$ cat src/rtl/exe_pkg.sv
// Shared types and defaults for the multithreaded execute stage.
// EXE_MULH_EN enables the signed high-word multiply (op 9).
package exe_pkg;

  localparam int unsigned XLEN_D = 32;
  localparam int unsigned NTRD_D = 8;
  localparam int unsigned NREG_D = 32;

  typedef enum logic [3:0] {
    AluAdd  = 4'd0,
    AluSub  = 4'd1,
    AluAnd  = 4'd2,
    AluOr   = 4'd3,
    AluXor  = 4'd4,
    AluSlt  = 4'd5,
    AluSll  = 4'd6,
    AluSrl  = 4'd7,
    AluMul  = 4'd8,
    AluMulh = 4'd9
  } alu_op_e;

  typedef enum logic [1:0] {
    StIdle,
    StBusy,
    StDone
  } mul_state_e;

  function automatic logic is_mul_op(input logic [3:0] op);
`ifdef EXE_MULH_EN
    return (op == AluMul) || (op == AluMulh);
`else
    return op == AluMul;
`endif
  endfunction

endpackage

$ cat src/rtl/exe_mt_if.sv
// Bundle of EXE-stage inputs, WB feedback and the registered EXE->MEM outputs.
// slave is the execute stage; master is whatever drives it.
interface exe_mt_if import exe_pkg::*; #(
  parameter int unsigned XLEN = XLEN_D,
  parameter int unsigned NTRD = NTRD_D,
  parameter int unsigned NREG = NREG_D
);
  localparam int unsigned TW = $clog2(NTRD);
  localparam int unsigned RW = $clog2(NREG);

  logic [31:0]     ins_exe;
  logic [XLEN-1:0] data_a_exe;
  logic [XLEN-1:0] data_b_exe;
  logic [15:0]     imm_exe;
  logic [3:0]      alu_op_exe;
  logic            i_type_exe;
  logic [RW-1:0]   reg_rd_a_exe;
  logic [RW-1:0]   reg_rd_b_exe;
  logic [RW-1:0]   reg_wr_exe;
  logic            wr_en_exe;
  logic            wb_sel_exe;
  logic [TW-1:0]   trd_exe;
  logic            flush_exe;
  logic            stall_in;
  logic [TW-1:0]   trd_wb;
  logic [RW-1:0]   reg_wr_wb;
  logic [XLEN-1:0] wb_data_wb;
  logic            wr_en_wb;

  logic [31:0]     ins_mem;
  logic [XLEN-1:0] alu_out_mem;
  logic [XLEN-1:0] st_data_mem;
  logic [TW-1:0]   trd_mem;
  logic [RW-1:0]   reg_wr_mem;
  logic            wr_en_mem;
  logic            wb_sel_mem;
  logic            stall_exe;
  logic            mul_busy;
  logic            of_exe;

  modport slave (
    input  ins_exe, data_a_exe, data_b_exe, imm_exe, alu_op_exe, i_type_exe,
           reg_rd_a_exe, reg_rd_b_exe, reg_wr_exe, wr_en_exe, wb_sel_exe, trd_exe,
           flush_exe, stall_in, trd_wb, reg_wr_wb, wb_data_wb, wr_en_wb,
    output ins_mem, alu_out_mem, st_data_mem, trd_mem, reg_wr_mem, wr_en_mem, wb_sel_mem,
           stall_exe, mul_busy, of_exe
  );

  modport master (
    output ins_exe, data_a_exe, data_b_exe, imm_exe, alu_op_exe, i_type_exe,
           reg_rd_a_exe, reg_rd_b_exe, reg_wr_exe, wr_en_exe, wb_sel_exe, trd_exe,
           flush_exe, stall_in, trd_wb, reg_wr_wb, wb_data_wb, wr_en_wb,
    input  ins_mem, alu_out_mem, st_data_mem, trd_mem, reg_wr_mem, wr_en_mem, wb_sel_mem,
           stall_exe, mul_busy, of_exe
  );

endinterface

$ cat src/rtl/exe_mul_iter.sv
// Iterative sign-magnitude shift-add multiplier: one partial product per cycle.
// EXE_MULH_EN widens the accumulator to 2*XLEN so the high word is available.
module exe_mul_iter import exe_pkg::*; #(
  parameter int unsigned XLEN = XLEN_D
) (
  input  logic            clk,
  input  logic            rst,
  input  logic            start,
  input  logic            flush,
  input  logic            hold,
  input  logic [XLEN-1:0] a,
  input  logic [XLEN-1:0] b,
  input  logic            is_high,
  output logic            busy,
  output logic            done,
  output logic [XLEN-1:0] result
);
`ifdef EXE_MULH_EN
  localparam int unsigned AW = 2 * XLEN;
`else
  localparam int unsigned AW = XLEN;
`endif
  localparam int unsigned CW = $clog2(XLEN);

  mul_state_e      state_q;
  logic [CW-1:0]   cnt_q;
  logic [AW-1:0]   acc_q;
  logic [AW-1:0]   mcand_q;
  logic [XLEN-1:0] mplier_q;
  logic            sign_q;
  logic            high_q;
  logic            busy_q;
  logic            done_q;
  logic [XLEN-1:0] mag_a;
  logic [XLEN-1:0] mag_b;
  logic [AW-1:0]   prod;

  assign mag_a = a[XLEN-1] ? -a : a;
  assign mag_b = b[XLEN-1] ? -b : b;

  always_ff @(posedge clk) begin
    if (rst || flush) begin
      state_q  <= StIdle;
      cnt_q    <= '0;
      acc_q    <= '0;
      mcand_q  <= '0;
      mplier_q <= '0;
      sign_q   <= 1'b0;
      high_q   <= 1'b0;
      busy_q   <= 1'b0;
      done_q   <= 1'b0;
    end else begin
      unique case (state_q)
        StIdle: begin
          if (start) begin
            state_q  <= StBusy;
            busy_q   <= 1'b1;
            cnt_q    <= '0;
            acc_q    <= '0;
            mcand_q  <= AW'(mag_a);
            mplier_q <= mag_b;
            sign_q   <= a[XLEN-1] ^ b[XLEN-1];
            high_q   <= is_high;
          end
        end
        StBusy: begin
          if (mplier_q[0]) acc_q <= acc_q + mcand_q;
          mcand_q  <= mcand_q << 1;
          mplier_q <= mplier_q >> 1;
          cnt_q    <= cnt_q + CW'(1);
          if (cnt_q == CW'(XLEN - 1)) begin
            state_q <= StDone;
            done_q  <= 1'b1;
          end
        end
        StDone: begin
          if (!hold) begin
            state_q <= StIdle;
            busy_q  <= 1'b0;
            done_q  <= 1'b0;
          end
        end
        default: begin
          state_q <= StIdle;
          busy_q  <= 1'b0;
          done_q  <= 1'b0;
        end
      endcase
    end
  end

  // Magnitude product is re-signed only when it is presented.
  assign prod = sign_q ? -acc_q : acc_q;
  assign busy = busy_q;
  assign done = done_q;

`ifdef EXE_MULH_EN
  assign result = high_q ? prod[AW-1:XLEN] : prod[XLEN-1:0];
`else
  logic unused_high;
  assign unused_high = high_q;
  assign result = prod[XLEN-1:0];
`endif

endmodule

$ cat src/rtl/exe_mt.sv
// Multithreaded execute stage: MEM/WB forwarding, load-use stall, ALU, iterative
// multiplier and the EXE->MEM register. EXE_MULH_EN enables op 9 (MULH).
module exe_mt import exe_pkg::*; #(
  parameter int unsigned XLEN = XLEN_D,
  parameter int unsigned NTRD = NTRD_D,
  parameter int unsigned NREG = NREG_D
) (
  input logic      clk,
  input logic      rst,
  exe_mt_if.slave  bus
);
  localparam int unsigned TW = $clog2(NTRD);
  localparam int unsigned RW = $clog2(NREG);
  localparam int unsigned SW = $clog2(XLEN);

  logic [31:0]     ins_q;
  logic [XLEN-1:0] alu_q;
  logic [XLEN-1:0] st_q;
  logic [TW-1:0]   trd_q;
  logic [RW-1:0]   rd_q;
  logic            wr_en_q;
  logic            wb_sel_q;

  logic            mem_hit_a, mem_hit_b, wb_hit_a, wb_hit_b;
  logic            load_use;
  logic [XLEN-1:0] fwd_a, fwd_b, op_b;
  logic [XLEN-1:0] sum, diff, alu_res;
  logic            of;
  logic            mul_start, mul_busy, mul_done, stall;
  logic [XLEN-1:0] mul_res;

  assign mem_hit_a = wr_en_q && (trd_q == bus.trd_exe) && (rd_q == bus.reg_rd_a_exe)
                     && (bus.reg_rd_a_exe != '0);
  assign mem_hit_b = wr_en_q && (trd_q == bus.trd_exe) && (rd_q == bus.reg_rd_b_exe)
                     && (bus.reg_rd_b_exe != '0);
  assign wb_hit_a  = bus.wr_en_wb && (bus.trd_wb == bus.trd_exe)
                     && (bus.reg_wr_wb == bus.reg_rd_a_exe) && (bus.reg_rd_a_exe != '0);
  assign wb_hit_b  = bus.wr_en_wb && (bus.trd_wb == bus.trd_exe)
                     && (bus.reg_wr_wb == bus.reg_rd_b_exe) && (bus.reg_rd_b_exe != '0);
  // A load in MEM has no data yet; its hit blocks the WB path and forces a stall.
  assign load_use  = wb_sel_q && (mem_hit_a || mem_hit_b);

  always_comb begin
    fwd_a = bus.data_a_exe;
    fwd_b = bus.data_b_exe;
    if (mem_hit_a) begin
      if (!wb_sel_q) fwd_a = alu_q;
    end else if (wb_hit_a) begin
      fwd_a = bus.wb_data_wb;
    end
    if (mem_hit_b) begin
      if (!wb_sel_q) fwd_b = alu_q;
    end else if (wb_hit_b) begin
      fwd_b = bus.wb_data_wb;
    end
  end

  assign op_b = bus.i_type_exe ? XLEN'($signed(bus.imm_exe)) : fwd_b;
  assign sum  = fwd_a + op_b;
  assign diff = fwd_a - op_b;

  always_comb begin
    alu_res = '0;
    of      = 1'b0;
    case (bus.alu_op_exe)
      AluAdd: begin
        alu_res = sum;
        of      = (fwd_a[XLEN-1] == op_b[XLEN-1]) && (sum[XLEN-1] != fwd_a[XLEN-1]);
      end
      AluSub: begin
        alu_res = diff;
        of      = (fwd_a[XLEN-1] != op_b[XLEN-1]) && (diff[XLEN-1] != fwd_a[XLEN-1]);
      end
      AluAnd:  alu_res = fwd_a & op_b;
      AluOr:   alu_res = fwd_a | op_b;
      AluXor:  alu_res = fwd_a ^ op_b;
      AluSlt:  alu_res = {{(XLEN - 1){1'b0}}, $signed(fwd_a) < $signed(op_b)};
      AluSll:  alu_res = fwd_a << op_b[SW-1:0];
      AluSrl:  alu_res = fwd_a >> op_b[SW-1:0];
      default: alu_res = '0;
    endcase
  end

  assign mul_start = is_mul_op(bus.alu_op_exe) && !mul_busy && !load_use
                     && !bus.flush_exe && !bus.stall_in;
  assign stall     = load_use || mul_start || (mul_busy && !mul_done);

  exe_mul_iter #(
    .XLEN (XLEN)
  ) u_mul (
    .clk     (clk),
    .rst     (rst),
    .start   (mul_start),
    .flush   (bus.flush_exe),
    .hold    (bus.stall_in),
    .a       (fwd_a),
    .b       (op_b),
    .is_high (bus.alu_op_exe == AluMulh),
    .busy    (mul_busy),
    .done    (mul_done),
    .result  (mul_res)
  );

  always_ff @(posedge clk) begin
    if (rst || bus.flush_exe || bus.stall_in || stall) begin
      ins_q    <= '0;
      alu_q    <= '0;
      st_q     <= '0;
      trd_q    <= '0;
      rd_q     <= '0;
      wr_en_q  <= 1'b0;
      wb_sel_q <= 1'b0;
    end else begin
      ins_q    <= bus.ins_exe;
      alu_q    <= mul_done ? mul_res : alu_res;
      st_q     <= fwd_b;
      trd_q    <= bus.trd_exe;
      rd_q     <= bus.reg_wr_exe;
      wr_en_q  <= bus.wr_en_exe;
      wb_sel_q <= bus.wb_sel_exe;
    end
  end

  assign bus.ins_mem     = ins_q;
  assign bus.alu_out_mem = alu_q;
  assign bus.st_data_mem = st_q;
  assign bus.trd_mem     = trd_q;
  assign bus.reg_wr_mem  = rd_q;
  assign bus.wr_en_mem   = wr_en_q;
  assign bus.wb_sel_mem  = wb_sel_q;
  assign bus.stall_exe   = stall;
  assign bus.mul_busy    = mul_busy;
  assign bus.of_exe      = of;

endmodule

$ cat src/flat_wrapper.sv
// flat-port wrapper written by rule: the top's interface ports become plain ports
module exe_mt_flat import exe_pkg::*;
#(
  parameter int unsigned XLEN = XLEN_D,
  parameter int unsigned NTRD = NTRD_D,
  parameter int unsigned NREG = NREG_D
)
  (clk, rst, bus_ins_exe, bus_data_a_exe, bus_data_b_exe, bus_imm_exe, bus_alu_op_exe, bus_i_type_exe, bus_reg_rd_a_exe, bus_reg_rd_b_exe, bus_reg_wr_exe, bus_wr_en_exe, bus_wb_sel_exe, bus_trd_exe, bus_flush_exe, bus_stall_in, bus_trd_wb, bus_reg_wr_wb, bus_wb_data_wb, bus_wr_en_wb, bus_ins_mem, bus_alu_out_mem, bus_st_data_mem, bus_trd_mem, bus_reg_wr_mem, bus_wr_en_mem, bus_wb_sel_mem, bus_stall_exe, bus_mul_busy, bus_of_exe);
  exe_mt_if #(.XLEN(XLEN), .NTRD(NTRD), .NREG(NREG)) bus_i ();
  input logic clk;
  input logic rst;
  input wire logic [$bits(bus_i.ins_exe)-1:0] bus_ins_exe;
  input wire logic [$bits(bus_i.data_a_exe)-1:0] bus_data_a_exe;
  input wire logic [$bits(bus_i.data_b_exe)-1:0] bus_data_b_exe;
  input wire logic [$bits(bus_i.imm_exe)-1:0] bus_imm_exe;
  input wire logic [$bits(bus_i.alu_op_exe)-1:0] bus_alu_op_exe;
  input wire logic [$bits(bus_i.i_type_exe)-1:0] bus_i_type_exe;
  input wire logic [$bits(bus_i.reg_rd_a_exe)-1:0] bus_reg_rd_a_exe;
  input wire logic [$bits(bus_i.reg_rd_b_exe)-1:0] bus_reg_rd_b_exe;
  input wire logic [$bits(bus_i.reg_wr_exe)-1:0] bus_reg_wr_exe;
  input wire logic [$bits(bus_i.wr_en_exe)-1:0] bus_wr_en_exe;
  input wire logic [$bits(bus_i.wb_sel_exe)-1:0] bus_wb_sel_exe;
  input wire logic [$bits(bus_i.trd_exe)-1:0] bus_trd_exe;
  input wire logic [$bits(bus_i.flush_exe)-1:0] bus_flush_exe;
  input wire logic [$bits(bus_i.stall_in)-1:0] bus_stall_in;
  input wire logic [$bits(bus_i.trd_wb)-1:0] bus_trd_wb;
  input wire logic [$bits(bus_i.reg_wr_wb)-1:0] bus_reg_wr_wb;
  input wire logic [$bits(bus_i.wb_data_wb)-1:0] bus_wb_data_wb;
  input wire logic [$bits(bus_i.wr_en_wb)-1:0] bus_wr_en_wb;
  output wire logic [$bits(bus_i.ins_mem)-1:0] bus_ins_mem;
  output wire logic [$bits(bus_i.alu_out_mem)-1:0] bus_alu_out_mem;
  output wire logic [$bits(bus_i.st_data_mem)-1:0] bus_st_data_mem;
  output wire logic [$bits(bus_i.trd_mem)-1:0] bus_trd_mem;
  output wire logic [$bits(bus_i.reg_wr_mem)-1:0] bus_reg_wr_mem;
  output wire logic [$bits(bus_i.wr_en_mem)-1:0] bus_wr_en_mem;
  output wire logic [$bits(bus_i.wb_sel_mem)-1:0] bus_wb_sel_mem;
  output wire logic [$bits(bus_i.stall_exe)-1:0] bus_stall_exe;
  output wire logic [$bits(bus_i.mul_busy)-1:0] bus_mul_busy;
  output wire logic [$bits(bus_i.of_exe)-1:0] bus_of_exe;
  assign bus_i.ins_exe = bus_ins_exe;
  assign bus_i.data_a_exe = bus_data_a_exe;
  assign bus_i.data_b_exe = bus_data_b_exe;
  assign bus_i.imm_exe = bus_imm_exe;
  assign bus_i.alu_op_exe = bus_alu_op_exe;
  assign bus_i.i_type_exe = bus_i_type_exe;
  assign bus_i.reg_rd_a_exe = bus_reg_rd_a_exe;
  assign bus_i.reg_rd_b_exe = bus_reg_rd_b_exe;
  assign bus_i.reg_wr_exe = bus_reg_wr_exe;
  assign bus_i.wr_en_exe = bus_wr_en_exe;
  assign bus_i.wb_sel_exe = bus_wb_sel_exe;
  assign bus_i.trd_exe = bus_trd_exe;
  assign bus_i.flush_exe = bus_flush_exe;
  assign bus_i.stall_in = bus_stall_in;
  assign bus_i.trd_wb = bus_trd_wb;
  assign bus_i.reg_wr_wb = bus_reg_wr_wb;
  assign bus_i.wb_data_wb = bus_wb_data_wb;
  assign bus_i.wr_en_wb = bus_wr_en_wb;
  assign bus_ins_mem = bus_i.ins_mem;
  assign bus_alu_out_mem = bus_i.alu_out_mem;
  assign bus_st_data_mem = bus_i.st_data_mem;
  assign bus_trd_mem = bus_i.trd_mem;
  assign bus_reg_wr_mem = bus_i.reg_wr_mem;
  assign bus_wr_en_mem = bus_i.wr_en_mem;
  assign bus_wb_sel_mem = bus_i.wb_sel_mem;
  assign bus_stall_exe = bus_i.stall_exe;
  assign bus_mul_busy = bus_i.mul_busy;
  assign bus_of_exe = bus_i.of_exe;
  exe_mt #(.XLEN(XLEN), .NTRD(NTRD), .NREG(NREG)) u_core (.clk(clk), .rst(rst), .bus(bus_i));
endmodule
$ cat config.mk
export PLATFORM = sky130hd
export DESIGN_NAME = exe_mt_flat
export DESIGN_NICKNAME = d
export VERILOG_FILES = /design/src/rtl/exe_pkg.sv /design/src/rtl/exe_mt_if.sv /design/src/rtl/exe_mul_iter.sv /design/src/rtl/exe_mt.sv /design/src/flat_wrapper.sv
export SDC_FILE = /design/constraint.sdc
export NUM_CORES = 1
export LEC_CHECK = 0
export ABC_AREA = 1
export BUFFER_PORTS_ARGS = -buffer_cell sky130_fd_sc_hd__clkbuf_2
export CAP_MARGIN = 10
export CORE_MARGIN = 2
export CORE_UTILIZATION = 30
export CTS_CLUSTER_SIZE = 40
export DETAILED_ROUTE_END_ITERATION = 16
export GPL_TIMING_DRIVEN = 0
export PLACE_DENSITY = 0.54
export SLEW_MARGIN = 20
export SYNTH_ARGS = -nofsm -noshare
export SYNTH_HDL_FRONTEND = slang
export SYNTH_HIERARCHICAL = 1
export SYNTH_SLANG_ARGS = --single-unit
$ cat constraint.sdc
create_clock -name clk -period 14.8 [get_ports clk]
set_input_delay 3.7 -clock clk [delete_from_list [all_inputs] [get_ports clk]]
set_output_delay 3.7 -clock clk [all_outputs]
set_load 0.05 [all_outputs]
==> impl_metrics.env <==
export IMPL_cts_sinks=212
export IMPL_timing_final_crit_period_ps=14290
export IMPL_cts_inserted_buffers=28
export IMPL_stdcell_count=5567
export IMPL_sum_of_negative_setup_slack_ps=0
export IMPL_clk_pin_slew_worst_paths_ps=60
export IMPL_die_ht_um=286
export IMPL_synthesis_yosys_warnings=6
export IMPL_report_final_setup_viol=0
export IMPL_grt_setup_unrepaired="no"
export IMPL_final_hold_viol_count=0
export IMPL_detail_route_antenna_nets=0
export IMPL_worst_endpoint_required_ps=11100
export IMPL_vdd_ir_drop_max_uv=114
export IMPL_core_area_mm2=0.0790
export IMPL_antenna_found_initial=9
export IMPL_worst_ep_arrival_time_ps=10590
export IMPL_timing_reg2reg_worst_path_depth=29
export IMPL_routedWlPerCell_um=26.0
export IMPL_filler_cell_count=9119
export IMPL_place_port_buffers=289
export IMPL_synth_net_count=4494
export IMPL_global_route_wire_length_before_repair_um=203000
export IMPL_status="complete, no violations"
export IMPL_static_leakage_nw=13.8
export IMPL_holdCritPathClass="reg -> reg"
export IMPL_layout_setup_ws_ps=513
export IMPL_r2r_end="u_core/bus.alu_out_mem[0]"
export IMPL_firstDrtPassIters=6
export IMPL_io_pins=291
export IMPL_track_usage_pct=34.1
export IMPL_finalNetCount=4814
export IMPL_placedCellCount=5514
export IMPL_first_global_vias=28500
export IMPL_post_synthesis_cell_count=4174
export IMPL_final_min_period_over_clock_period_pct=96.5
export IMPL_worst_pin_slew_ps=1260
export IMPL_worst_skew_pair_late_latency_ps=630
export IMPL_cts_hold_buffers=0
export IMPL_synth_area_mm2=0.0239
export IMPL_timing_reg2reg_setup_slack_ps=7160
export IMPL_dr_first_iter_drc_count=3524
export IMPL_floorplan_die_area_mm2=0.0820
export IMPL_power_density_mw_per_mm2=77.0
export IMPL_critPathLaunch="bus_reg_rd_b_exe[2]"
export IMPL_worst_slew_margin_rel_pct=15.0
export IMPL_largest_net_degree_at_the_start_of_global_routing=17
export IMPL_routabilityCongestion=1.08
export IMPL_finalMaxSlewViolations=0
export IMPL_cts_htree_levels=1
export IMPL_floorplan_initialDensity_pct=30.3
export IMPL_crit_path_end_kind="output pin"
export IMPL_totalWireLength_um=145000
export IMPL_max_clock_path_buffers=3
export IMPL_floorplan_die_width_um=286
export IMPL_post_cts_setup_buffer_count=0
export IMPL_path_class="in -> out"
export IMPL_grt_overflow_total=0
export IMPL_reg_to_reg_startpoint="u_core/bus.wb_sel_mem"
export IMPL_cts_resized=0
export IMPL_post_route_util_pct=35.2
export IMPL_timing_critical_path_fanout_max=10
export IMPL_post_synthesis_mean_instance_area_um2=5.73
export IMPL_fmax_mhz=70.0
export IMPL_max_cap_violations=0
export IMPL_core_rows=103
export IMPL_dr_total_vias=30500
export IMPL_ctsRootBufferMaster="sky130_fd_sc_hd__clkbuf_16"
export IMPL_area_growth_pct=16.1
export IMPL_cts_tree="built"
export IMPL_detail_route_drc_violations=0
export IMPL_ff_latch_area_mm2=0.00424
export IMPL_route_detailed_vias_per_inst=5.48
export IMPL_finClkSkew_ps=36.6
export IMPL_preCtsSetupSlack_ps=792
export IMPL_footprint_of_the_multi_input_gates_mm2=0.0167
export IMPL_cp_start_kind="input port"
export IMPL_dp_hpwl_um=120000
export IMPL_critical_path_endpoint="bus_of_exe"
export IMPL_final_layout_size_suffix_gt1_share_pct=13.2
report_power, final:
group | switching [mW] | total [mW] | leakage [nW] | internal, mW
sequential | 0.00571 | 0.584 | 1.71 | 0.579
clock | 0.320 | 0.808 | 0.517 | 0.488
combinational | 0.560 | 0.747 | 11.5 | 0.187
total | 0.886 | 2.14 | 13.8 | 1.25
worst min-delay path by stage:
stage | startpoint | endpoint | slack (ps) | cells after the start
finish | u_core/u_mul/done | u_core/u_mul/done | 450 | 2
global route | u_core/u_mul/done | u_core/u_mul/done | 490 | 2
CTS | u_core/u_mul/done | u_core/u_mul/done | 450 | 2
detailed placement | u_core/u_mul/done | u_core/u_mul/done | 440 | 2
global placement | u_core/u_mul/done | u_core/u_mul/done | 440 | 2
floorplan | u_core/u_mul/done | u_core/u_mul/done | 420 | 2
stage by stage:
stage / power (mW) / cell area, um2 / hold slack, ps
6_report: 2.14 / 27800 / 445
3_3_place_gp: 1.32 / 26700 / 436
4_1_cts: 2.12 / 27800 / 446
3_5_place_dp: 1.31 / 26700 / 436
5_1_grt: 2.21 / 27800 / 491
2_1_floorplan: 1.02 / 23900 / 421
worst max-delay path, stage by stage:
cell and delay [ps]:
sky130_fd_sc_hd__clkbuf_2 140, sky130_fd_sc_hd__nor2_1 140, sky130_fd_sc_hd__nand3_2 170, sky130_fd_sc_hd__nand2_1 110, sky130_fd_sc_hd__nor2_1 50, sky130_fd_sc_hd__nand2_2 210
sky130_fd_sc_hd__clkbuf_1 560, sky130_fd_sc_hd__clkbuf_1 650, sky130_fd_sc_hd__o21ai_0 500, sky130_fd_sc_hd__o21ai_1 910, sky130_fd_sc_hd__inv_1 190, sky130_fd_sc_hd__ha_1 350
sky130_fd_sc_hd__buf_2 210, sky130_fd_sc_hd__nand2_1 100, sky130_fd_sc_hd__nor3_1 380, sky130_fd_sc_hd__a21oi_1 210, sky130_fd_sc_hd__o21bai_1 330, sky130_fd_sc_hd__inv_1 80
sky130_fd_sc_hd__o21ai_0 370, sky130_fd_sc_hd__o211ai_1 130, sky130_fd_sc_hd__o21ai_0 650, sky130_fd_sc_hd__clkbuf_2 410
layer usage:
layer	track usage (%)	part of all wire (%)	vias up
met4	18.1	6.1	10
met1	43.9	42	14300
met3	7.37	8.9	327
met5	0	0.042	-
li1	-	-	14400
met2	53.3	43	1472
cells in the final DEF (no fill, tap or decap), drive strengths merged, types with 4 or more instances in the layout:
cell and count:
a21o 12, nor3 21, clkbuf 398, nand4 60, o22ai 24, xnor2 18, o31ai 6, nor4 11
a221oi 7, a21oi 302, o21bai 20, nand3 605, dfxtp 212, o21ai 231, nand2 1152, o211ai 17
ha 135, a21boi 15, clkinv 15, nand3b 22, inv 532, a22oi 36, clkinvlp 4, a31oi 43
or2 23, buf 114, bufinv 7, nor2 396, xor2 43, o21a 6, a311oi 4
state kept, by name (all words and copies together), names as in the netlist:
name and flops:
u_core/u_mul/cnt_q 5, u_core/bus.alu_out_mem 32, u_core/u_mul/mcand_q 32, u_core/bus.wr_en_mem 1, u_core/bus.ins_mem 32, u_core/u_mul/sign_q 1, u_core/u_mul/state_q 2, u_core/u_mul/mplier_q 32
u_core/bus.reg_wr_mem 5, u_core/u_mul/done 1, u_core/bus.st_data_mem 32, u_core/u_mul/busy 1, u_core/bus.wb_sel_mem 1, u_core/bus.trd_mem 3, u_core/u_mul/acc_q 32
cell type report:
cell class                      instances  share of cell area (%)
Tap cell                             1050                    4.73
Clock inverter                         21                    1.23
Inverter                              537                    7.26
Antenna cell                            1                 0.00900
Timing Repair Buffer                  290                    5.23
Sequential cell                       212                    15.3
Multi-Input combinational cell       3234                    60.1
Buffer                                191                    3.51
Clock buffer                           31                    2.67
No activity file was read; power rests on OpenSTA's default activity.
